==> config.mk <==
export PLATFORM = sky130hd
export DESIGN_NAME = ctrl_opcode_feeder
export DESIGN_NICKNAME = d
export VERILOG_FILES = /design/src/rtl/ctrl_opcode_feeder.sv
export SDC_FILE = /design/constraint.sdc
export NUM_CORES = 1
export LEC_CHECK = 0
export BUFFER_PORTS_ARGS = -buffer_cell sky130_fd_sc_hd__buf_2
export CAP_MARGIN = 0
export CORE_MARGIN = 2
export CORE_UTILIZATION = 30
export CTS_BUF_LIST = sky130_fd_sc_hd__clkbuf_16
export DETAILED_ROUTE_END_ITERATION = 12
export PLACE_DENSITY = 0.51
export SYNTH_ARGS = -nofsm -noshare
export SYNTH_HDL_FRONTEND = slang
export SYNTH_SLANG_ARGS = --single-unit
==> constraint.sdc <==
create_clock -name clk -period 2.4 [get_ports clk]
set_input_delay 0.48 -clock clk [delete_from_list [all_inputs] [get_ports clk]]
set_output_delay 0.48 -clock clk [all_outputs]
set_load 0.1 [all_outputs]
==> src/rtl/ctrl_opcode_feeder.sv <==
// ctrl_opcode_feeder
// Issue stage in front of the combinational control decoder. Opcodes are
// buffered in a small FIFO and presented one at a time on a registered
// output; out_opcode[i] drives decoder input pi<i>. An optional bubble of
// BUBBLE idle cycles after every output handshake gives the downstream
// control-word register time to settle.
//
// Ports:
//   clk          single clock, rising edge
//   rst          asynchronous, active-high reset
//   in_valid     upstream opcode valid
//   in_ready     FIFO can accept (~full, held 0 while rst is high)
//   in_opcode    opcode from upstream
//   flush        synchronous clear of buffered and presented opcodes
//   out_valid    out_opcode valid to the decoder stage
//   out_ready    downstream accepts
//   out_opcode   registered opcode, bit i -> decoder input pi<i>
//   level        FIFO occupancy, output register not included
//   empty        level == 0
//   full         level == DEPTH
//   issue_count  saturating count of output handshakes (CTRL_FEED_STATS_EN only)
//
// Build option: define CTRL_FEED_STATS_EN to add the issue_count port and
// counter. Without it the port and counter are absent.
//
// state   | meaning
// --------+-------------------------------------------------------------
// IDLE    | nothing presented; pops the head as soon as the FIFO has data
// PRESENT | out_valid=1, out_opcode held until out_ready
// GAP     | bubble after a handshake; counts BUBBLE cycles down to 1
module ctrl_opcode_feeder #(
  parameter int DEPTH  = 4,
  parameter int OPW    = 7,
  parameter int BUBBLE = 0,
  parameter int CNTW   = 16
) (
  input  logic                     clk,
  input  logic                     rst,
  input  logic                     in_valid,
  output logic                     in_ready,
  input  logic [OPW-1:0]           in_opcode,
  input  logic                     flush,
  output logic                     out_valid,
  input  logic                     out_ready,
  output logic [OPW-1:0]           out_opcode,
  output logic [$clog2(DEPTH):0]   level,
  output logic                     empty,
  output logic                     full
`ifdef CTRL_FEED_STATS_EN
  ,
  output logic [CNTW-1:0]          issue_count
`endif
);

  localparam int PW = $clog2(DEPTH);
  localparam int LW = PW + 1;
  localparam logic [3:0] BUB = 4'(BUBBLE);

  if ((DEPTH < 2) || ((DEPTH & (DEPTH - 1)) != 0) || (OPW != 7) ||
      (BUBBLE < 0) || (BUBBLE > 15) || (CNTW < 1)) begin : g_param_check
    $error("ctrl_opcode_feeder: illegal parameter set");
  end

  typedef enum logic [1:0] {
    S_IDLE    = 2'd0,
    S_PRESENT = 2'd1,
    S_GAP     = 2'd2
  } state_t;

  state_t          state, state_n;
  logic [3:0]      cnt, cnt_n;
  logic [PW-1:0]   wr_ptr, rd_ptr;
  logic [LW-1:0]   level_q;
  logic [OPW-1:0]  mem [DEPTH];
  logic            push, pop;

  assign level     = level_q;
  assign empty     = (level_q == '0);
  assign full      = (level_q == LW'(DEPTH));
  assign in_ready  = ~full & ~rst;
  assign out_valid = (state == S_PRESENT);
  assign push      = in_valid & in_ready;

  // Pop decisions look only at the occupancy before this edge's push, so a
  // freshly written opcode is never read through in the same cycle.
  always_comb begin
    state_n = state;
    cnt_n   = cnt;
    pop     = 1'b0;
    unique case (state)
      S_IDLE: begin
        if (!empty) begin
          pop     = 1'b1;
          state_n = S_PRESENT;
        end
      end
      S_PRESENT: begin
        if (out_ready) begin
          if (BUB != 4'd0) begin
            cnt_n   = BUB;
            state_n = S_GAP;
          end else if (!empty) begin
            pop = 1'b1;
          end else begin
            state_n = S_IDLE;
          end
        end
      end
      S_GAP: begin
        cnt_n = cnt - 4'd1;
        if (cnt == 4'd1) begin
          if (!empty) begin
            pop     = 1'b1;
            state_n = S_PRESENT;
          end else begin
            state_n = S_IDLE;
          end
        end
      end
      default: state_n = S_IDLE;
    endcase
  end

  always_ff @(posedge clk or posedge rst) begin
    if (rst) begin
      state      <= S_IDLE;
      cnt        <= '0;
      wr_ptr     <= '0;
      rd_ptr     <= '0;
      level_q    <= '0;
      out_opcode <= '0;
    end else if (flush) begin
      // out_opcode deliberately keeps its last value
      state   <= S_IDLE;
      cnt     <= '0;
      wr_ptr  <= '0;
      rd_ptr  <= '0;
      level_q <= '0;
    end else begin
      state <= state_n;
      cnt   <= cnt_n;
      if (push) wr_ptr <= wr_ptr + 1'b1;
      if (pop) begin
        rd_ptr     <= rd_ptr + 1'b1;
        out_opcode <= mem[rd_ptr];
      end
      unique case ({push, pop})
        2'b10:   level_q <= level_q + 1'b1;
        2'b01:   level_q <= level_q - 1'b1;
        default: level_q <= level_q;
      endcase
    end
  end

  // Storage needs no reset: entries are only read behind a valid level.
  always_ff @(posedge clk) begin
    if (push && !flush) mem[wr_ptr] <= in_opcode;
  end

`ifdef CTRL_FEED_STATS_EN
  // A handshake discarded by flush is not counted; flush never clears it.
  always_ff @(posedge clk or posedge rst) begin
    if (rst) begin
      issue_count <= '0;
    end else if (!flush && out_valid && out_ready && (issue_count != '1)) begin
      issue_count <= issue_count + 1'b1;
    end
  end
`endif

endmodule

[Yosys cells after proc, flatten, opt, wreduce, memory -nomap -nowiden]
Memory sizes are Yosys's and may differ from the RTL's. A register that Yosys moved wholly into a read port is not among the register bits.
Index checks and enable logic that the tools add are counted.
Widths: inputs -> output; s select.
Word-level totals
  bits of input ports: 12
  word-level logic and storage cells: 57
  output and inout bits: 14
  memories: 1
  RAM bits: 28
  bits in registers: 13
Cells by class
  equal/unequal tests: 10
  add/subtract/negate cells: 5
  multiplexer cells: 21
  reductions and logical operators: 10
  bitwise gates (word level): 5
Memories
  mem: words 4, width 7, read ports 1, clocked after memory_dff 1, wr ports 1, line 74  | logic [OPW-1:0] mem [DEPTH];
Operator list (number)
  $mux 2: 9
  $mux 4: 2
  $mux 1: 6
  $ne 3x2->1 const B: 2
  $ne 3x3->1 const B: 2
  $pmux 2 s3: 1
  $pmux 3 s2: 1
  $reduce_bool 2->1: 3
  $add 2x1->2 const B: 2
  $eq 2x1->1 const B: 2
  $eq 2x2->1 const B: 2
  $eq 4x1->1 const B: 1
  $reduce_and 4->1: 1
  $sub 4x1->4 const B: 1
  $add 3x1->3 const B: 1
  $eq 3x3->1 const B: 1
  $logic_not 3->1: 1
  $mux 3: 1
  $not 1->1: 3
  $pmux 1 s3: 1
  $reduce_bool 3->1: 1
  $sub 3x1->3 const B: 1
  $and 1x1->1: 2
  $logic_not 2->1: 1
  other kinds (3): 3

[Depth between registers and ports, before layout]
Gate-level depths: netlist of run 1.
  depth after elaboration: 7
  mapped depth: 7

[Worst setup path after synthesis of run 1]
No wires, ideal clock.
  path type: register -> output
  from: reg level_q[2], in the netlist level[2]
  to: out in_ready
  cell stages (with the launch flop): 3
  buffers on the path: 0
  data arrival time: 3.390 ns
  setup slack: -1.470 ns
  path through: dfrtp_1 -> nor3b_2 -> nor2_1
On the way
  longest elaborated chain between the ends: 3
Ends and longest elaborated chain
  from (decl): line 73  | logic [LW-1:0] level_q;
  from (signal assigned): line 148  | 2'b10: level_q <= level_q + 1'b1;
  from (signal assigned): line 149  | 2'b01: level_q <= level_q - 1'b1;
  from (signal assigned): line 150  | default: level_q <= level_q;
  $eq 3x3->1: line 79  | assign full = (level_q == LW'(DEPTH));
  named net full: line 48  | output logic full
  $not 1->1: line 80  | assign in_ready = ~full & ~rst;
  $and 1x1->1: line 80
  to (decl): line 40  | output logic in_ready,
The timed path passes the listed nets, and every way through them passes these cells.

[Worst setup path after layout of run 1]
  from: reg level_q[0], in the netlist level[0]
  to: reg level_q[2], in the netlist level[2]
On the way
  longest elaborated chain between the ends: 7
  elaborated cells between the ends (all ways): 16
Ends and longest elaborated chain
  $logic_not 3->1 / $eq 3x3->1 (equally long branches): line 78, 79
  $mux 1 / $not 1->1 (equally long branches)
  $mux 1 (tied with other cells): line 111  | if (cnt == 4'd1) begin
  $pmux 1 s3 / $and 1x1->1 (equally long branches): line 90, 82
  $eq 2x1->1 / $eq 2x2->1 (equally long branches): line 147  | unique case ({push, pop})
  $pmux 3 s2: line 147
  $mux 3: line 132  | end else if (flush) begin
Several ways; a longest one is shown, not always the timed one.
A chain may end at the register's enable or synchronous reset.

==> impl_metrics.tcl, run 1 <==
set metrics [dict create \
    area_growth_pct 23.2 \
    insertedDiodeCount 0 \
    track_usage 0.108 \
    hold_violations 0 \
    maxCapViolations 0 \
    endpoint_kind "register" \
    clk_path_buf_depth 2 \
    synthCells 105 \
    worstSetupStartpointType "register" \
    relSlewSlack 0.566 \
    hold_path_class "in2async" \
    dp_hpwl_um 2290 \
    clk_pin_slew_ns 0.06 \
    fillers 561 \
    worstPathCellList "or3_4, nand2_2, nor2_1, fa_1, and4bb_2, a2bb2oi_2, mux2_2" \
    grt_pass1_vias 999 \
    critPathBufInv 0 \
    placed_area_sq_um 2070 \
    cts_tree "built" \
    core-area_sq_um 5890 \
    die_width_um 81.9 \
    cp_max_fo 6 \
    antenna_found_initial 0 \
    cts.sinks 43 \
    finalCriticalPeriod_ns 2.30 \
    root_buffer "clkbuf_16" \
    synthDistinctLibCells 29 \
    ios 26 \
    place_congestion 0.773 \
    outcome "finished, final reports clean" \
    path_class "reg2reg" \
    cts_buffers 5 \
    synth_edf_count 28 \
    rsz0062_at_grt "false" \
    grt_pass1_wl_um 5050 \
    drtIter0Drc 63 \
    htreeDepth 2 \
    vias_per_cell 4.44 \
    ys_ff_latch 43 \
    vias 942 \
    clk_latency_ns 0.28 \
    ys.flop_type "edfxtp_1" \
    finalCritPeriodShare 0.958 \
    final_nets 153 \
    ys_warn_count 0 \
    grt_remaining_overflow 0 \
    cp.required_ns 2.56 \
    start_util 0.310 \
    async_flop_share 0.349 \
    fp.dieH_um 81.9 \
    final_layout_size_suffix_gt1_frac 0.482 \
    synth_fp_nets 122 \
    dieArea_sq_um 6710 \
    critPathMaxStageDelay_ns 0.52 \
    port_buffers 25 \
    arrival_ns 2.46 \
    post-cts-setup-buffer-count 0 \
    fin_util 0.381 \
    drv_slew 0 \
    cp_slowest_cell "dfrtp_4" \
    setup_viol_count_final 0 \
    wl_per_cell_um 15.5 \
    ys_seq_area_frac 0.668 \
    remaining_drc_errors 0 \
    worst_pin_slew_ns 0.650 \
    stdcell_area_sq_um 2240 \
    netlist_area_sq_um 1820 \
    placementRows 28 \
    fmax_ghz 0.435 \
    syn_area_per_cell_sq_um 17.3 \
    crit_family "simple AND/OR/NAND/NOR gates" \
    grt_max_degree 16 \
    drtPass1Iterations 4 \
    drt-total-wl_um 3280 \
    ant_nets 0 \
    fin_skew_ns 0.00454 \
]
-- final cells by class --
| cell class | instances | area, sq um | area share |
|---|---|---|---|
| clock buffer | 5 | 125 | 0.0557 |
| tap | 75 | 93.8 | 0.0418 |
| sequential | 43 | 1230 | 0.547 |
| timing repair buffer | 27 | 140 | 0.0624 |
| multi-input combinational | 55 | 601 | 0.268 |
| clock inverter | 3 | 42.5 | 0.0190 |
| inverter | 4 | 15.0 | 0.00669 |
-- registers in the layout, indices dropped and copies added (netlist names) --
signal / flops
wr_ptr: 2
out_opcode: 7
rd_ptr: 2
state: 1
level: 3
mem: 28
-- kinds of logic after synthesis --
| logic type | after synthesis | synth area share |
|---|---|---|
| flops | 43 | 0.668 |
| fa+ha+maj | 5 | 0.0385 |
| xor+xnor | 4 | 0.0234 |
| buf+inv | 7 | 0.0151 |
| simple gates | 26 | 0.0948 |
| mux | 18 | 0.153 |
| compound gates | 2 | 0.00755 |
-- metal layers --
| metal | up-vias | global-route usage | share of wire |
|---|---|---|---|
| met5 | - | 0 | 0 |
| met4 | 0 | 0.0500 | 0.016 |
| met3 | 4 | 0.0363 | 0.032 |
| met2 | 13 | 0.185 | 0.54 |
| met1 | 478 | 0.122 | 0.41 |
| li1 | 447 | - | - |
-- Yosys cell counts (all sizes together), types with 2 or more instances --
cell / number / area share
mux4: 7 / 0.087
ha: 4 / 0.027
nor2b: 3 / 0.010
dfrtp: 15 / 0.21
edfxtp: 28 / 0.46
mux2i: 2 / 0.011
and2: 4 / 0.014
buf: 2 / 0.0048
nand2b: 3 / 0.010
nor2: 9 / 0.020
mux2: 9 / 0.056
xor2: 3 / 0.019
nor3b: 2 / 0.017
inv: 4 / 0.0082
-- through the flow --
step | hold slack [ns] | setup WS [ns] | TNS (ns) | std cells
final | 0.337 | 0.101 | 0 | 212
after global routing | 0.395 | 0.0385 | 0 | 212
after CTS | 0.358 | 0.0574 | 0 | 212
after detailed placement | 0.498 | 0.0659 | 0 | 204
after global placement | 0.483 | 0.178 | 0 | 204
after floorplan | 0.382 | -0.437 | -3.49 | 105
-- placed cells by master, fill, tap and decap left out, drive strengths merged, types with 4 or more instances in the layout --
master  Yosys  layout
and2        4       4
ha          4       4
edfxtp     28      28
mux2        9       9
dfrtp      15      15
nor2        9       9
mux4        7       7
clkbuf      1       5
buf         2      27
inv         4       5
-- worst paths after layout --
kind                            cells past startpoint           from             to  slack (ns)
worst min-delay path                                2            rst       state[0]        0.34
min in group clk                                    1   in_opcode[0]      mem[2][0]        0.41
worst max-delay path                                7       level[0]       level[2]        0.10
worst max register to register                      7       level[0]       level[2]        0.10
worst min register to register                      1  out_opcode[2]  out_opcode[2]        0.50
max in group asynchronous                           2            rst       level[1]        1.58
-- what timing repair did --
item,4_1_cts,5_1_grt
setup endpoints to repair,0,1
hold buffers,0,0
gates resized for setup,0,1
Power of run 1 is not shown: default switching activity piles up to over one toggle a cycle in this logic, so the estimate is an artifact.
==> run 2, diff against run 1 <==
ABC_AREA = 1   (was unset)
TNS_END_PERCENT = 100   (was unset)
==> run 2 against run 1 <==
- clock-buffer cell count unchanged
- non-clock buffer count up 3
- register-to-register slack better by 0.26 ns
- die area up 1.1%
- final area up 1.3%
- core utilization up 0.26 points
- first-iteration DRC count down 32%
- sequential share of layout area down 1.2 points
- flip-flop and latch count unchanged
- synthesized cell count up 62%
- critical path depth up 5
- clock skew up 0.0015 ns
- critical path type unchanged
- critical endpoint unchanged
==> impl_metrics.tcl, run 2 <==
set metrics [dict create \
    outcome "finished, final reports clean" \
    synth_common_cells "nand2_1 (40), edfxtp_1 (28), nor2_1 (20)" \
    ys_warn_count 0 \
    critPathMaxStageDelay_ns 0.44 \
    cp_slowest_cell "dfrtp_1" \
    port_buffers 25 \
    setup_viol_count_final 0 \
    worstSetupStartpointType "register" \
    ys_seq_area_frac 0.660 \
    fin_util 0.384 \
    holdWs_ns 0.263 \
    dp_hpwl_um 2400 \
    wl_per_cell_um 12.1 \
    top_usage_layer "met2" \
    hold_buffers 0 \
    root_buffer "clkbuf_16" \
    final_nets 222 \
    largest_reg_flops 28 \
    syn_area_per_cell_sq_um 10.8 \
    crit_family "simple AND/OR/NAND/NOR gates" \
    r2r_setup_slack_ns 0.36 \
    layout_common_cells "nand2_1 (40), edfxtp_1 (28), buf_2 (25)" \
    rsz0062_at_grt "false" \
    die_width_um 82.4 \
    grt_pass1_vias 1152 \
    fin_skew_ns 0.00601 \
    start_util 0.311 \
    top_register "mem" \
    drt-total-wl_um 3410 \
    drtIter0Drc 43 \
    cp.required_ns 2.58 \
    yosysTopAreaCell "edfxtp_1" \
    r2r-end "level[2]" \
    worstPathCellList "nor2_2, nand2_2, nand2_2, inv_4, nand2_2, inv_1, fa_1, xor2_1, nand3b_1, nand2_1, nand2_1, nand2_1" \
    drv_slew 0 \
    async_flop_share 0.349 \
    post-cts-setup-buffer-count 0 \
    cts.sinks 43 \
    vias_per_cell 4.41 \
    gr-usage-met3 0.0261 \
    place_congestion 0.702 \
    ys_ff_latch 43 \
    clk_latency_ns 0.28 \
    ios 26 \
    netlist_area_sq_um 1840 \
    arrival_ns 2.22 \
    dieArea_sq_um 6790 \
    antenna_found_initial 0 \
    yosysTopAreaCellShare 0.456 \
    yosysMostFrequentCell "nand2_1" \
    synth_area_leaders "edfxtp_1 (46%), dfrtp_1 (20%), nand2_1 (8.1%)" \
    track_usage 0.113 \
    maxCapViolations 0 \
    hold_path_class "in2async" \
    worstRegToRegCells 12 \
    remaining_drc_errors 0 \
    drtPass1Iterations 4 \
    finalCriticalPeriod_ns 2.04 \
    vias 1239 \
    path_class "reg2reg" \
    clk_pin_slew_ns 0.06 \
    area_growth_pct 23.4 \
    fp.dieH_um 82.4 \
    post_cts_resized 0 \
    endpoint_kind "register" \
    synthCells 170 \
    gr-usage-met2 0.176 \
    grt_pass1_wl_um 5600 \
    final_layout_size_suffix_gt1_frac 0.252 \
    synthDistinctLibCells 21 \
    fmax_ghz 0.491 \
    worst_pin_slew_ns 0.503 \
    grt_remaining_overflow 0 \
    core-area_sq_um 5920 \
    cts_buffers 5 \
    critPathBufInv 2 \
    ant_nets 0 \
    synth_edf_count 28 \
    insertedDiodeCount 0 \
    grt_max_degree 17 \
    clk_path_buf_depth 2 \
    finalCritPeriodShare 0.849 \
    grtUsageMet1 0.151 \
    cp_max_fo 5 \
    ys.flop_type "edfxtp_1" \
    htreeDepth 2 \
    hold_violations 0 \
    layout_commonest_cell "nand2_1" \
    relSlewSlack 0.665 \
    placementRows 28 \
    timing.rr.start "level[0]" \
    cts_tree "built" \
    synth_fp_nets 187 \
]
-- run 2: changes by cell type after synthesis, sizes merged, moves of 3 or more --
cell / previous run / this run
mux2: 9 / 0
inv: 4 / 20
and2: 4 / 0
o21ai: 0 / 17
mux4: 7 / 0
nand2: 1 / 46
nor2: 9 / 21
o22ai: 0 / 7
nor2b: 3 / 0
a21oi: 1 / 4
nand2b: 3 / 0
-- run 2: worst max path at each step --
stage                     depth (start not counted)      from  slack (ns)  endpoint
after floorplan                                  11  level[0]       -0.12  level[2]
after global placement                           12  level[0]        0.42  level[2]
after detailed placement                         12  level[0]        0.36  level[2]
after CTS                                        12  level[0]        0.35  level[2]
after global routing                             12  level[0]        0.14  level[2]
final                                            12  level[0]        0.36  level[2]
-- run 2: final cells by class --
class,instances,area [sq um]
fillers,595,3650
repair buffers,30,163
clock inverters,3,47.5
flip-flops and latches,43,1220
clock buffers,5,125
multi-input cells,105,551
well taps,75,93.8
inverters,20,77.6
-- run 2: per-stage QoR --
stage	setup WS (ns)	setup TNS [ns]	cell area (sq um)	cells
2_1_floorplan	-0.118	-0.118	1850	170
3_3_place_gp	0.422	0	2100	273
3_5_place_dp	0.360	0	2100	273
4_1_cts	0.345	0	2270	281
5_1_grt	0.141	0	2270	281
6_report	0.362	0	2270	281
-- run 2: cell families after synthesis --
kind of cell,share of synthesized area
AO/OA/AOI/OAI,0.0808
buffers and inverters,0.0475
adder cells (fa/ha/maj),0.0380
XOR/XNOR,0.00475
flip-flops,0.660
AND/OR/NAND/NOR,0.169
-- run 2: worst register-to-register path, delay by kind of cell (launching register included) --
kind / cells / cell delay, ns
xor gates and xnor gates: 1 / 0.16
adders and majority gates: 1 / 0.37
buffers and inverters: 2 / 0.13
and+or+nand+nor: 8 / 0.83
DFF: 1 / 0.44
-- run 2: routing by layer --
metal | routed length, um | up-vias
met4 | 52 | 0
met1 | 1650 | 575
li1 | - | 631
met2 | 1550 | 28
met3 | 156 | 5
met5 | 0 | -
Power of run 2 is left out for the same reason.
